<file path="config.mk">
export PLATFORM = sky130hd
export DESIGN_NAME = imem_loader
export DESIGN_NICKNAME = d
export VERILOG_FILES = /design/src/rtl/imem_loader_pkg.sv /design/src/rtl/imem_loader.sv
export SDC_FILE = /design/constraint.sdc
export NUM_CORES = 1
export LEC_CHECK = 0
export ABC_CLOCK_PERIOD_IN_PS = 2800
export CAP_MARGIN = 20
export CORE_ASPECT_RATIO = 1.4
export CORE_MARGIN = 2
export CORE_UTILIZATION = 35
export CTS_BUF_LIST = sky130_fd_sc_hd__clkbuf_4
export CTS_CLUSTER_SIZE = 25
export DETAILED_ROUTE_END_ITERATION = 16
export PLACE_DENSITY = 0.56
export SETUP_SLACK_MARGIN = 0.1
export SLEW_MARGIN = 20
export SYNTH_ARGS = -nofsm -noshare
export SYNTH_HDL_FRONTEND = slang
export SYNTH_SLANG_ARGS = --single-unit
</file>
<file path="constraint.sdc">
create_clock -name clk -period 2.8 [get_ports clk]
set_input_delay 0.56 -clock clk [delete_from_list [all_inputs] [get_ports clk]]
set_output_delay 0.56 -clock clk [all_outputs]
set_load 0.05 [all_outputs]
</file>
<file path="src/rtl/imem_loader_pkg.sv">
// Shared core definitions used by the instruction-memory boot loader.
package core;

  localparam int DATA_WIDTH         = 32;
  localparam int LOADER_DEPTH_WORDS = 1024;
  localparam logic [31:0] LOADER_MAGIC = 32'h52564C44;

  typedef enum logic [2:0] {
    MAGIC,
    LEN,
    DATA,
    CSUM,
    DONE,
    ERR
  } loader_state_t;

  // Magic bytes are sent LSB first, so byte idx is lane idx of LOADER_MAGIC.
  function automatic logic [7:0] magic_byte(input logic [1:0] idx);
    return LOADER_MAGIC[8*idx +: 8];
  endfunction

endpackage

</file>
<file path="src/rtl/imem_loader.sv">
// Boot loader: parses a framed byte stream, writes instruction memory byte by
// byte and releases the core reset once a checksum-valid image is in place.
module imem_loader
  import core::*;
#(
  parameter int DATA_WIDTH  = core::DATA_WIDTH,
  parameter int DATA_BYTES  = DATA_WIDTH / 8,
  parameter int DEPTH_WORDS = LOADER_DEPTH_WORDS,
  parameter int ADDR_W      = $clog2(DEPTH_WORDS)
) (
  input  logic                  clk,
  input  logic                  rst,
  input  logic [7:0]            byte_i,
  input  logic                  byte_valid_i,
  output logic                  byte_ready_o,
  output logic [ADDR_W-1:0]     waddr_o,
  output logic [DATA_WIDTH-1:0] wdata_o,
  output logic [DATA_BYTES-1:0] wen_o,
  output logic                  core_rst_o,
  output logic                  done_o,
  output logic                  err_o
);

  loader_state_t state;
  logic [1:0]    idx;
  logic [31:0]   bcnt;
  logic [31:0]   n_words;
  logic [7:0]    csum;

  logic          accept;
  logic [31:0]   len_next;
  logic          last_byte;

  assign accept    = byte_valid_i && byte_ready_o;
  assign len_next  = {byte_i, n_words[31:8]};
  assign last_byte = (bcnt + 32'd1) == {n_words[29:0], 2'b00};

  always_ff @(posedge clk or negedge rst) begin
    if (!rst) begin
      state        <= MAGIC;
      idx          <= '0;
      bcnt         <= '0;
      n_words      <= '0;
      csum         <= '0;
      byte_ready_o <= 1'b0;
      waddr_o      <= '0;
      wdata_o      <= '0;
      wen_o        <= '0;
      core_rst_o   <= 1'b0;
      done_o       <= 1'b0;
      err_o        <= 1'b0;
    end else begin
      wen_o        <= '0;
      byte_ready_o <= (state != DONE) && (state != ERR);
      if (accept) begin
        unique case (state)
          MAGIC: begin
            // On mismatch the same byte may itself start a new magic sequence.
            if (byte_i == magic_byte(idx)) begin
              idx <= idx + 2'd1;
              if (idx == 2'd3) state <= LEN;
            end else begin
              idx <= (byte_i == magic_byte(2'd0)) ? 2'd1 : 2'd0;
            end
          end
          LEN: begin
            n_words <= len_next;
            idx     <= idx + 2'd1;
            if (idx == 2'd3) begin
              if (len_next > 32'(DEPTH_WORDS)) begin
                state        <= ERR;
                err_o        <= 1'b1;
                byte_ready_o <= 1'b0;
              end else if (len_next == '0) begin
                state <= CSUM;
              end else begin
                state <= DATA;
              end
            end
          end
          DATA: begin
            waddr_o <= bcnt[ADDR_W+1:2];
            wdata_o <= {DATA_BYTES{byte_i}};
            wen_o   <= DATA_BYTES'(1) << bcnt[1:0];
            csum    <= csum ^ byte_i;
            bcnt    <= bcnt + 32'd1;
            if (last_byte) state <= CSUM;
          end
          CSUM: begin
            byte_ready_o <= 1'b0;
            if (byte_i == csum) begin
              state      <= DONE;
              done_o     <= 1'b1;
              core_rst_o <= 1'b1;
            end else begin
              state <= ERR;
              err_o <= 1'b1;
            end
          end
          default: ;
        endcase
      end
    end
  end

endmodule
</file>
# After elaboration in Yosys (flattened, before gate mapping)
# Index checks and enable logic that the tools add are counted.
dict set report classes {
  muxes 21
  order_cmp 1
  eq_ne 16
  n_reduce_logical 13
  n_addsub 2
  shift 2
  bitwise 1
}
# op count
set op_table {}
lappend op_table {{$add 32x1->32 const B} 1}
lappend op_table {{$eq 32x32->1} 1}
lappend op_table {{$gt 32x11->1 const B} 1}
lappend op_table {{$logic_not 32->1} 1}
lappend op_table {{$shiftx 32x6->8 const A} 1}
lappend op_table {{$eq 8x8->1} 2}
lappend op_table {{$mux 3} 5}
lappend op_table {{$ne 2x2->1 const B} 6}
lappend op_table {{$pmux 3 s4} 1}
lappend op_table {{$mux 1} 9}
lappend op_table {{$eq 8x7->1 const B} 1}
lappend op_table {{$mux 4} 2}
lappend op_table {{$xor 8x8->8} 1}
lappend op_table {{$eq 3x2->1 const B} 2}
lappend op_table {{$ne 3x3->1 const B} 2}
lappend op_table {{$reduce_and 2->1} 3}
lappend op_table {{$reduce_and 6->1} 1}
lappend op_table {{$reduce_and 5->1} 1}
lappend op_table {{$pmux 1 s2} 2}
lappend op_table {{$pmux 2 s2} 1}
lappend op_table {{$reduce_bool 2->1} 2}
lappend op_table {{$reduce_bool 4->1} 1}
lappend op_table {{$shl 1x2->4 const A} 1}
lappend op_table {{$eq 3x1->1 const B} 1}
lappend op_table {{6 further kinds} 7}
dict set report totals {
  regBits 126
  out_inout_bits 50
  in_bits 11
}

# Longest topological paths before layout
dict set report depth {
  ltp_word 6
  ltp_mapped 11
  depth_no_buf 9
}

# Worst setup path after synthesis
# Ideal clock, no wire load.
dict set report synth_timing {
  path_kind {reg-to-reg}
  from {register bcnt[0]}
  to {register state[0]}
  synth_period_minus_slack_ns 2.402
  path_stages_with_launch 12
  t_arrival_ns 2.307
  path_slack_ns 0.398
  n_path_buf 3
  required_time_ns 2.705
  path_cell_list {dfrtp_1 -> ha_1 -> buf_2 -> and2_0 -> buf_2 -> and3_1 -> buf_6 -> nand4_4 -> or3_1 -> a221oi_2 -> nand4_1 -> o31ai_1}
}
dict set report synth_between {
  elab_chain_len 4
}
# element line_no
set synth_lines {}
lappend synth_lines {{from (decl)} imem_loader.sv:26} ;# logic [31:0] bcnt;
lappend synth_lines {{from (signal assigned)} imem_loader.sv:86} ;# bcnt <= bcnt + 32'd1;
lappend synth_lines {{$add 32x1->32} imem_loader.sv:36} ;# assign last_byte = (bcnt + 32'd1) == {n_words[29:0], 2'b00};
lappend synth_lines {{$eq 32x32->1} imem_loader.sv:36}
lappend synth_lines {{$ne 2x2->1 (no line)} -}
lappend synth_lines {{$reduce_and 6->1 (no line)} -}
lappend synth_lines {{to (signal assigned)} imem_loader.sv:40} ;# state <= MAGIC;
lappend synth_lines {{to (signal assigned)} imem_loader.sv:61} ;# if (idx == 2'd3) state <= LEN;
lappend synth_lines {{to (signal assigned)} imem_loader.sv:71} ;# state <= ERR;
lappend synth_lines {{to (decl)} imem_loader.sv:24} ;# loader_state_t state;
# No other way between the ends.
# A chain may end at the register's enable or synchronous reset.

# Worst setup path after layout
# Ends and elaborated chain as after synthesis.

==> impl_metrics.csv <==
group,metric,value,unit
detailed_routing,drtAntennaViolNets,0,
detailed_routing,via_count,4488,
floorplanning,io_pins,61,
floorplanning,start_util,0.358,
synthesis,synth_fp_nets,607,
critical_path,critical_path.max_fanout,11,
clock_network,cts.reportedPaths.clkPinSlew,0.19,ns
layout,syn_to_final_growth,18.1,%
critical_path,critical_path_class,"register to register",
synthesis,synth_top_area_frac,0.441,
clock_network,htreeDepth,3,
floorplanning,coreArea,0.0162,mm2
sta,finClkSkew,0.0461,ns
detailed_routing,firstDrtPassIters,4,
sta,finalCritPeriodShare,0.885,
clock_network,clockBufferDepth,2,
global_routing,grt_antenna_before_repair,1,
power_and_ir_drop,powerDensity,842,mW/mm2
floorplanning,die_area,0.0176,mm2
layout,drive_gt1_frac,0.168,
global_routing,grt_max_degree,40,
sta,hold_viol,0,
place,numPortBuffers,60,
critical_path,slowest_delay,0.53,ns
synthesis,ys_types,64,
sta,rsz0062_at_grt,"false",
global_routing,overflow,0,
layout,nets,667,
critical_path,crit_top_cell,"buf_4",
detailed_routing,wirelength,14.4,mm
critical_path,path_buf_inv,2,
sta,final.setup.tns,0,ns
clock_network,clock_latency,0.50,ns
critical_path,path_delay_family,"simple AND/OR/NAND/NOR gates",
synthesis,seq_area_frac_synth,0.441,
critical_path,required,3.23,ns
synthesis,yosys.area.top_type,"dfrtp_1",
sta,worst_pin_slew,0.507,ns
floorplanning,rows,55,
synthesis,ys.flop_type,"dfrtp_1",
layout,utilization,0.423,
synthesis,synthTopCellsByArea,"dfrtp_1 (44%), xnor2_1 (7.9%), mux2_2 (6.0%)",
synthesis,synthesis.area,0.00579,mm2
place,dp_hpwl,11.0,mm
sta,max_freq,404,MHz
sta,holdWs,0.485,ns
run_status,status,"complete, no violations",
synthesis,synth.avg_cell_area,9.85,um2
detailed_routing,drc_errors,0,
critical_path,cp_slowest_cell,"or4_1",
synthesis,synth_edf_count,0,
critical_path,cp_cell_sequence,"buf_4, nand3_1, buf_4, or4_1, o21ai_0, a211oi_1, a21oi_1, nand4_1, o31ai_1",
power_and_ir_drop,ir_worst_vdd,0.685,mV
sta,fin_crit,2.48,ns
clock_network,root_buffer,"clkbuf_4",
sta,slew_headroom,0.661,
synthesis,syn_inst,588,
clock_network,clkSinkCount,102,
synthesis,synth_common_cells,"dfrtp_1 (102), nand2_1 (87), xnor2_1 (52)",
clock_network,cts_buffers,9,
sta,drv_slew,0,
place,gp_congestion,0.886,
detailed_routing,vias_per_cell,5.26,
sta,setup_ws,0.323,ns
power_and_ir_drop,power.leakage,3.08,nW
critical_path,startpoint_type,"register",
synthesis,yosysWarnings,0,
global_routing,grt_pass1_wl,23.7,mm
detailed_routing,wl_per_cell,16.8,um
floorplanning,die_h,156,um
power_and_ir_drop,power.total,5.76,mW
synthesis,synthArstFlopShare,1.00,
critical_path,end_kind,"register",
floorplanning,die_w,113,um
place,post-place-ws,-0.116,ns
detailed_routing,drtIter0Drc,209,
global_routing,first_global_vias,4490,
sta,setup_viol,0,
clock_network,cts_tree,"done",
global_routing,track_usage,0.170,
critical_path,cp_data_arrival_time,2.90,ns
layout,n_fill_cell,1551,
synthesis,synth_most_common_cell,"dfrtp_1",
min_path,hold_class,"input port to asynchronous set/reset pin",
synthesis,ys_ff_latch,102,
flow_run,cap_violations,0,
cells in the final DEF, fill, tap and decap left out, types with 11 or more instances in the layout:
master and count:
nor2_1 27, nor3_1 12, nand4_1 23, xnor2_1 52, clkdlybuf4s50_1 59, nand3_1 20, xor2_1 29, dfrtp_1 102
mux2_2 31, and3_1 11, buf_4 45, nand2_1 87, o21ai_0 13
layout make-up:
type | count | area (um2) | share of cell area
clock inverter | 6 | 67.6 | 0.00988
antenna | 1 | 2.50 | 0.000366
multi-input combinational | 420 | 2880 | 0.422
inverter | 8 | 30.0 | 0.00439
tap | 199 | 249 | 0.0364
clock buffer | 10 | 75.1 | 0.0110
sequential | 102 | 2550 | 0.373
timing repair buffer | 107 | 978 | 0.143
what timing repair did:
action / CTS / global route
buffers inserted: 0 / 0
gates resized for setup: 0 / 3
hold buffers: 1 / 0
endpoints found under the hold margin: 17 / 0
endpoints found under the setup margin: 0 / 1
final timing paths:
path                       startpoint         end  slack (ns)  cells after the start
setup / recovery              bcnt[0]    state[0]        0.32                      9
hold / removal                    rst    bcnt[19]        0.49                      2
setup reg to reg              bcnt[0]    state[0]        0.32                      9
hold reg to reg            waddr_o[9]  waddr_o[9]        0.49                      2
max in group asynchronous         rst     bcnt[8]        1.72                      3
min in group clk           waddr_o[9]  waddr_o[9]        0.49                      2
per-stage QoR:
step,cells,cell area [um2]
6_report,853,6840
5_1_grt,853,6840
4_1_cts,852,6820
3_5_place_dp,835,6670
3_3_place_gp,835,6670
2_1_floorplan,588,5790
cells by family (layout without fill, tap and decap cells):
kind of cell             after synthesis  in the layout  synth area share
multiplexers                          32             32            0.0620
AO/OA/AOI/OAI                         65             65            0.0774
XOR/XNOR                              81             81             0.123
AND/OR/NAND/NOR                      233            233             0.214
adder cells (fa/ha/maj)                9              9            0.0190
buffers and inverters                 66            131            0.0642
other                                  0              1                 0
flip-flops                           102            102             0.441
routing by layer:
| metal | GRT usage | wire [um] | vias to the layer above |
|---|---|---|---|
| li1 | - | - | 2154 |
| met1 | 0.198 | 5870 | 2195 |
| met2 | 0.302 | 7580 | 105 |
| met3 | 0.0303 | 412 | 34 |
| met4 | 0.0743 | 497 | 0 |
| met5 | 0 | 0 | - |
worst reg2reg max path, cell delays in order, from the launching register on:
cell and delay [ns]:
dfrtp_1 0.42, buf_4 0.16, nand3_1 0.18, buf_4 0.24, or4_1 0.53, o21ai_0 0.18
a211oi_1 0.12, a21oi_1 0.24, nand4_1 0.13, o31ai_1 0.23
state kept, by name, summed over array words and instances (netlist names):
name	count
csum	8
wdata_o	8
err_o	1
wen_o	4
n_words	32
byte_ready_o	1
waddr_o	10
idx	2
state	3
done_o	1
bcnt	32
power by group:
| group | switching [mW] | leakage (nW) | internal [mW] |
|---|---|---|---|
| Combinational | 1.69 | 1.65 | 1.06 |
| Clock | 0.539 | 0.0807 | 0.291 |
| Sequential | 0.404 | 1.35 | 1.78 |
| Total | 2.63 | 3.08 | 3.13 |
Power figures use the tool's default switching activity.
